`src/rtl/log_offset_decoder.sv`:
```
// rtl/log_offset_decoder.sv - inverse shift_offset/log_offset LUT, sequential nearest-match scan
//
// Purpose:
//   Converts a captured 16-bit log-offset word back to the 4-bit shift_offset
//   that produced it. The 16-entry offset table is scanned one entry per
//   cycle. An exact match ends the scan early. Otherwise the entry with the
//   smallest Hamming distance wins, and the lowest index wins on a tie.
//
// Ports:
//   clk, rst_n               clock, asynchronous active-low reset
//   in_valid/in_ready        input handshake (ready only while idle)
//   log_word[15:0]           word to decode
//   out_valid/out_ready      result handshake (valid held until accepted)
//   shift_offset[3:0]        decoded shift code
//   distance[4:0]            Hamming distance to the chosen entry
//   exact                    distance == 0
//   hit                      distance <= MAX_DIST
module log_offset_decoder #(
  parameter logic [4:0] MAX_DIST = 5'd16
) (
  input  logic        clk,
  input  logic        rst_n,
  input  logic        in_valid,
  output logic        in_ready,
  input  logic [15:0] log_word,
  output logic        out_valid,
  input  logic        out_ready,
  output logic [3:0]  shift_offset,
  output logic [4:0]  distance,
  output logic        exact,
  output logic        hit
);

  typedef enum logic [1:0] {IDLE, SCAN, DONE} state_t;

  state_t      state_q, state_d;
  logic [15:0] word_q, word_d;
  logic [3:0]  idx_q, idx_d;
  logic [3:0]  best_idx_q, best_idx_d;
  logic [4:0]  best_dist_q, best_dist_d;
  logic [3:0]  shift_q, shift_d;
  logic [4:0]  dist_q, dist_d;
  logic        exact_q, exact_d;
  logic        hit_q, hit_d;

  logic [4:0]  cur_dist;
  logic        better;
  logic [3:0]  sel_idx;
  logic [4:0]  sel_dist;

  function automatic logic [15:0] table_entry(input logic [3:0] i);
    logic [15:0] e;
    case (i)
      4'd0:    e = 16'h0000;
      4'd1:    e = 16'h0000;
      4'd2:    e = 16'hA98A;
      4'd3:    e = 16'hF44F;
      4'd4:    e = 16'h9A29;
      4'd5:    e = 16'hCAA9;
      4'd6:    e = 16'hCAA9;
      4'd7:    e = 16'hCAA9;
      4'd8:    e = 16'h0160;
      4'd9:    e = 16'h03E0;
      4'd10:   e = 16'h0A20;
      4'd11:   e = 16'h1BA1;
      4'd12:   e = 16'h4B04;
      4'd13:   e = 16'hCBFC;
      4'd14:   e = 16'hFFFF;
      default: e = 16'hFFFF;
    endcase
    return e;
  endfunction

  function automatic logic [4:0] popcount16(input logic [15:0] v);
    logic [4:0] cnt;
    cnt = 5'd0;
    for (int i = 0; i < 16; i++) begin
      cnt = cnt + 5'(v[i]);
    end
    return cnt;
  endfunction

  assign cur_dist = popcount16(word_q ^ table_entry(idx_q));
  // Strict compare keeps the earlier (lower) index on a tie; an exact match
  // is always "better" since best_dist starts at 31.
  assign better   = (cur_dist < best_dist_q);
  assign sel_idx  = better ? idx_q : best_idx_q;
  assign sel_dist = better ? cur_dist : best_dist_q;

  always_comb begin
    state_d     = state_q;
    word_d      = word_q;
    idx_d       = idx_q;
    best_idx_d  = best_idx_q;
    best_dist_d = best_dist_q;
    shift_d     = shift_q;
    dist_d      = dist_q;
    exact_d     = exact_q;
    hit_d       = hit_q;

    case (state_q)
      IDLE: begin
        if (in_valid) begin
          word_d      = log_word;
          idx_d       = 4'd0;
          best_idx_d  = 4'd0;
          best_dist_d = 5'd31;
          state_d     = SCAN;
        end
      end
      SCAN: begin
        best_idx_d  = sel_idx;
        best_dist_d = sel_dist;
        // Entry 15 is folded into the final result in the same cycle.
        if (cur_dist == 5'd0 || idx_q == 4'd15) begin
          shift_d = sel_idx;
          dist_d  = sel_dist;
          exact_d = (sel_dist == 5'd0);
          hit_d   = (sel_dist <= MAX_DIST);
          state_d = DONE;
        end else begin
          idx_d = idx_q + 4'd1;
        end
      end
      DONE: begin
        if (out_ready) begin
          state_d = IDLE;
        end
      end
      default: state_d = IDLE;
    endcase
  end

  always_ff @(posedge clk or negedge rst_n) begin
    if (!rst_n) begin
      state_q     <= IDLE;
      word_q      <= 16'h0000;
      idx_q       <= 4'd0;
      best_idx_q  <= 4'd0;
      best_dist_q <= 5'd31;
      shift_q     <= 4'd0;
      dist_q      <= 5'd0;
      exact_q     <= 1'b0;
      hit_q       <= 1'b0;
    end else begin
      state_q     <= state_d;
      word_q      <= word_d;
      idx_q       <= idx_d;
      best_idx_q  <= best_idx_d;
      best_dist_q <= best_dist_d;
      shift_q     <= shift_d;
      dist_q      <= dist_d;
      exact_q     <= exact_d;
      hit_q       <= hit_d;
    end
  end

  assign in_ready     = (state_q == IDLE);
  assign out_valid    = (state_q == DONE);
  assign shift_offset = shift_q;
  assign distance     = dist_q;
  assign exact        = exact_q;
  assign hit          = hit_q;

endmodule
```
`config.mk`:
```
export PLATFORM = sky130hd
export DESIGN_NAME = log_offset_decoder
export DESIGN_NICKNAME = d
export VERILOG_FILES = /design/src/rtl/log_offset_decoder.sv
export SDC_FILE = /design/constraint.sdc
export NUM_CORES = 1
export LEC_CHECK = 0
export ABC_AREA = 1
export CELL_PAD_IN_SITES_DETAIL_PLACEMENT = 0
export CELL_PAD_IN_SITES_GLOBAL_PLACEMENT = 1
export CORE_UTILIZATION = 42
export DETAILED_ROUTE_END_ITERATION = 8
export GPL_ROUTABILITY_DRIVEN = 0
export PLACE_DENSITY = 0.87
export SYNTH_ARGS = -nofsm -noshare
export SYNTH_HDL_FRONTEND = slang
export SYNTH_SLANG_ARGS = --single-unit
```
`constraint.sdc`:
```
create_clock -name clk -period 7.9 [get_ports clk]
set_input_delay 0.79 -clock clk [delete_from_list [all_inputs] [get_ports clk]]
set_output_delay 0.79 -clock clk [all_outputs]
set_load 0.05 [all_outputs]
```
==> impl_metrics.csv, run 1 <==
group,metric,value,unit
clock_tree,htree_levels,2,
route,drc,0,
setup_path,worstSetupPathType,"reg -> reg",
route,avgRoutedWirePerCell,11.7,um
route,ant_nets,0,
setup_path,cp_common_cell,"inv_1",
clock_tree,cts_sinks,42,
sta,post-route-min-period,6.12,ns
synth,synth_enable_flop_cells,0,
floorplanning,core-area,0.00631,sq mm
outcome,status,"completed",
sta,worstMarginPinSlew,0.918,ns
clock_tree,cts-root-buf,"clkbuf_8",
sta,post-route-period-util,0.775,
synth,yosysUniqueCellTypes,27,
synth,synth-seq-cells,42,
grt,grt_pass1_wl,9.38,mm
setup_path,crit_path_max_fanout,13,
setup_path,cp-start-kind,"register",
final_layout,final_common_cell,"nand2_1",
hold_path,min-delay-path-class,"reg -> reg",
floorplanning,die_h,82.7,um
final_layout,antenna_cells,0,
route,route.vias.total,2117,
clock_tree,cts_buffers,5,
sta,finalMaxSlewViolations,0,
grt,grt_pass1_vias,2091,
final_layout,fin_nets,416,
floorplanning,die_area,0.00684,sq mm
sta,slew_headroom,0.388,
synth,synth.largest_area_cell,"dfrtp_1",
synth,async_reset_ff_frac,1.00,
setup_path,cp_slowest_cell,"fa_1",
floorplanning,die_width,82.7,um
setup_path,cp.arrival,6.29,ns
synth,ys_top_cells_by_area,"dfrtp_1 (34%), nand2_1 (17%), fa_1 (7.3%)",
clock_tree,ctsHoldBuffers,0,
grt,grt_overflow,0,
synth,syn_area,0.00274,sq mm
sta,finalHoldViolations,0,
clock_tree,cts_tree,"built",
synth,synth_nets,384,
setup_path,critPathMaxStageDelay,0.55,ns
clock_tree,clk_latency,0.30,ns
clock_tree,clkTransAtPathRegs,0.08,ns
synth,yosysTopAreaCellShare,0.338,
sta,skew,0.00589,ns
clock_tree,clk_path_buf_depth,2,
route,wl,5.26,mm
placement,portBuffers,32,
sta,final-setup-viol-count,0,
clock_tree,ctsResizeCount,0,
placement,dp_hpwl,4.08,mm
setup_path,crit_required,8.06,ns
run,drv_cap,0,
route,viasPerCell,4.73,
final_layout,area_growth,17.4,%
sta,fmax,0.163,GHz
synth,syn_inst,338,
route,drtPass1Iterations,6,
synth,syn_area_per_cell,8.10,sq um
route,drtIter0Drc,79,
grt,grt_usage,0.181,
grt,grt_max_degree,43,
synth,yosys_warnings,0,
synth,synth-seq-area-share,0.386,
final_layout,drive_gt1_frac,0.0943,
floorplanning,rows,29,
sta,grt_setup_unrepaired,"no",
clock_tree,postCtsSetupRepairBufs,0,
setup_path,endpoint_kind,"register",
grt,antenna_found_initial,0,
sta,tns,0,ns
floorplanning,ios,33,
floorplanning,start_util,0.433,
synth,ys.flop_type,"dfrtp_1",
final_layout,layout_common_cells,"nand2_1 (121), inv_1 (47), dfrtp_1 (37)",
## routing by layer
| layer | up-vias | GRT usage | part of all wire |
|---|---|---|---|
| li1 | 1099 | - | - |
| met1 | 975 | 0.220 | 0.47 |
| met2 | 37 | 0.328 | 0.50 |
| met3 | 6 | 0.0363 | 0.028 |
| met4 | 0 | 0.0379 | 0.0076 |
| met5 | - | 0 | 0 |
## worst paths after layout
path	startpoint	to	slack, ns	cells past startpoint
setup / recovery	idx_q[0]	best_idx_q[0]	1.78	25
hold / removal	shift_offset[1]	shift_offset[1]	0.48	2
setup reg to reg	idx_q[0]	best_idx_q[0]	1.78	25
hold reg to reg	shift_offset[1]	shift_offset[1]	0.48	2
max in group asynchronous	rst_n	word_q[13]	6.71	1
min in group asynchronous	rst_n	best_idx_q[3]	0.62	1
## worst max-delay path, delay by kind of cell, from the launching register on
kind | cells | cell delay [ns]
compound gates | 3 | 0.73
buf+inv | 6 | 0.51
simple gates | 6 | 0.68
flops | 1 | 0.45
xor+xnor | 2 | 0.40
fa+ha+maj | 8 | 3.22
## stage by stage
stage / util / hold WS, ns / instance area [sq um] / setup WS [ns] / instances
6_report: 0.509 / 0.483 / 3210 / 1.78 / 448
5_1_grt: 0.509 / 0.507 / 3210 / 1.39 / 448
4_1_cts: 0.509 / 0.486 / 3210 / 1.78 / 448
3_5_place_dp: 0.491 / 0.465 / 3100 / 1.81 / 440
3_3_place_gp: 0.491 / 0.456 / 3100 / 1.95 / 440
2_1_floorplan: - / 0.468 / 2740 / 2.37 / 338
## cell usage after synthesis (all sizes together) (3+ instances only)
cell / n
a21oi: 8
buf: 6
dfrtp: 37
dfstp: 5
fa: 10
ha: 16
inv: 50
nand2: 127
nand3: 8
nand4: 3
nor2: 16
o21ai: 24
o22ai: 6
xnor2: 8
xor2: 10
## registers in the layout (all words and copies together), names as in the netlist
signal,flops
shift_offset,4
idx_q,4
distance,5
state_q,2
word_q,16
exact,1
best_dist_q,5
best_idx_q,4
hit,1
## cell families (layout without fill, tap and decap cells)
family	Yosys count	in the layout	synth area share
AOI/OAI and AO/OA	40	40	0.0896
adders and majority gates	26	26	0.146
and+or+nand+nor	155	155	0.235
DFF	42	42	0.386
buffers and inverters	57	90	0.0855
xor gates and xnor gates	18	18	0.0576
## cell type report
type | instances | area, sq um
Timing Repair Buffer | 32 | 315
Inverter | 50 | 188
Multi-Input combinational cell | 239 | 1450
Clock buffer | 6 | 72.6
Sequential cell | 42 | 1060
Tap cell | 77 | 96.3
Clock inverter | 2 | 37.5
Fill cell | 630 | 3100
Power of run 1 is left out: the tool's default activity adds up to more than one toggle a clock period on the data nets, which glitch-free logic cannot reach.
==> inputs of run 2 (changes only) <==
- CORE_UTILIZATION: 42 -> 38
- PLACE_DENSITY: 0.87 -> 0.84
- clock period: 7.9 -> 4.9 ns (I/O delays scaled with it)
==> run 2 against run 1 <==
Effect of this change: the run now ends with negative setup slack left; worst setup slack worse by 2.2 ns; via count is 12% higher; utilization is 5.6 points higher; critical endpoint is now hit; clock skew is 0.0048 ns higher; sequential share of layout area is 5.6 points lower; wire length is 15% higher; register-to-register slack worse by 2.2 ns.
==> impl_metrics.csv, run 2 (synthesized netlist as in run 1, its figures left out) <==
group,metric,value,unit
sta,finalHoldViolations,0,
final_layout,largest_register_ffs,16,
sta,post-route-min-period,5.31,ns
sta,grt_setup_unrepaired,"yes",
final_layout,final_common_cell,"nand2_1",
setup_path,cp_slowest_cell,"fa_1",
setup_path,worstSetupPathType,"reg -> reg",
route,drtIter0Drc,62,
sta,fmax,0.188,GHz
placement,dp_hpwl,4.33,mm
route,wl,6.07,mm
route,viasPerCell,4.66,
grt,grt_pass1_vias,2411,
sta,layout_setup_ws,-0.413,ns
clock_tree,clk_latency,0.31,ns
placement,pre_cts_ws,-0.605,ns
setup_path,cp.arrival,5.51,ns
floorplanning,die_width,86.9,um
final_layout,antenna_cells,0,
setup_path,cp-start-kind,"register",
floorplanning,ios,33,
floorplanning,die_area,0.00754,sq mm
setup_path,cp_common_cell,"nand2_2",
final_layout,top_regs,"word_q (16), best_dist_q (5), distance (5)",
sta,final-setup-viol-count,22,
sta,skew,0.0107,ns
floorplanning,rows,30,
grt,antenna_found_initial,0,
final_layout,fin_nets,458,
final_layout,area_growth,41.8,%
outcome,violations,"negative setup slack",
setup_path,critPathMaxStageDelay,0.50,ns
route,drc,0,
final_layout,drive_gt1_frac,0.339,
grt,grt_usage,0.178,
floorplanning,die_h,86.9,um
outcome,status,"complete, but fails checks",
final_layout,layout_common_cells,"nand2_1 (87), inv_1 (43), buf_4 (37)",
floorplanning,start_util,0.398,
clock_tree,htree_levels,2,
grt,grt_overflow,0,
run,drv_cap,0,
clock_tree,cts_buffers,5,
grt,grt_pass1_wl,10.5,mm
setup_path,endpoint_kind,"register",
sta,tns,-6.85,ns
final_layout,top_register,"word_q",
sta,post-route-period-util,1.08,
clock_tree,clk_path_buf_depth,2,
route,avgRoutedWirePerCell,11.9,um
floorplanning,core-area,0.00687,sq mm
sta,worstMarginPinSlew,0.902,ns
placement,portBuffers,32,
route,ant_nets,0,
final_layout,stdcell_area,0.00388,sq mm
placement,dpl_cell_area,0.00344,sq mm
clock_tree,cts_sinks,42,
setup_path,crit_path_max_fanout,7,
hold_path,min-delay-path-class,"in -> async",
grt,grt_max_degree,43,
sta,finalMaxSlewViolations,0,
route,route.vias.total,2371,
clock_tree,cts_tree,"built",
setup_path,crit_required,5.10,ns
clock_tree,clkTransAtPathRegs,0.09,ns
route,drtPass1Iterations,4,
clock_tree,cts-root-buf,"clkbuf_8",
sta,slew_headroom,0.398,
==> run 2: cell types whose count changed in the layout (fill, tap and decap cells not counted), sizes merged <==
cell	before	now
buf	1	43
clkinv	0	2
clkbuf	6	5
bufinv	1	0
==> run 2: critical path: cells and delay by family (launching register included) <==
family / cells / cell delay (ns)
adder cells (fa/ha/maj): 8 / 2.91
AND/OR/NAND/NOR: 11 / 0.94
AO/OA/AOI/OAI: 1 / 0.15
XOR/XNOR: 2 / 0.36
buffers and inverters: 6 / 0.36
flip-flops: 1 / 0.49
==> run 2: worst paths after layout <==
path | start | end | cells after the start | slack (ns)
max | idx_q[1] | hit | 28 | -0.41
max in group asynchronous | rst_n | idx_q[0] | 1 | 3.98
min reg2reg | exact | exact | 2 | 0.48
min | rst_n | distance[0] | 1 | 0.31
max reg2reg | idx_q[1] | hit | 28 | -0.41
min in group clk | exact | exact | 2 | 0.48
==> run 2: final cells by class <==
cell class	instances	area [sq um]
fill	625	2990
multi-input combinational	239	1760
sequential	42	1060
timing repair buffer	74	658
inverter	50	190
tap	96	120
clock buffer	5	68.8
clock inverter	3	21.3
==> run 2: metal layers <==
metal / share of wire / track usage / vias up
li1: - / - / 1190
met1: 0.44 / 0.211 / 1123
met2: 0.51 / 0.320 / 44
met3: 0.030 / 0.0351 / 14
met4: 0.021 / 0.0652 / 0
met5: 0 / 0 / -
==> run 2: repair_timing <==
| item | 4_1_cts | 5_1_grt |
|---|---|---|
| gates resized for setup | 40 | 28 |
| pin swaps | 33 | 12 |
| hold buffers | 0 | 0 |
| setup endpoints to repair | 26 | 26 |
| setup buffers | 7 | 5 |
==> run 2: per-stage QoR <==
step | hold WS (ns) | util | cells
5_1_grt | 0.386 | 0.565 | 509
4_1_cts | 0.352 | 0.545 | 504
2_1_floorplan | 0.194 | - | 338
3_5_place_dp | 0.465 | 0.501 | 489
6_report | 0.307 | 0.565 | 509
3_3_place_gp | 0.455 | 0.501 | 489
Power of run 2 is left out for the same reason.
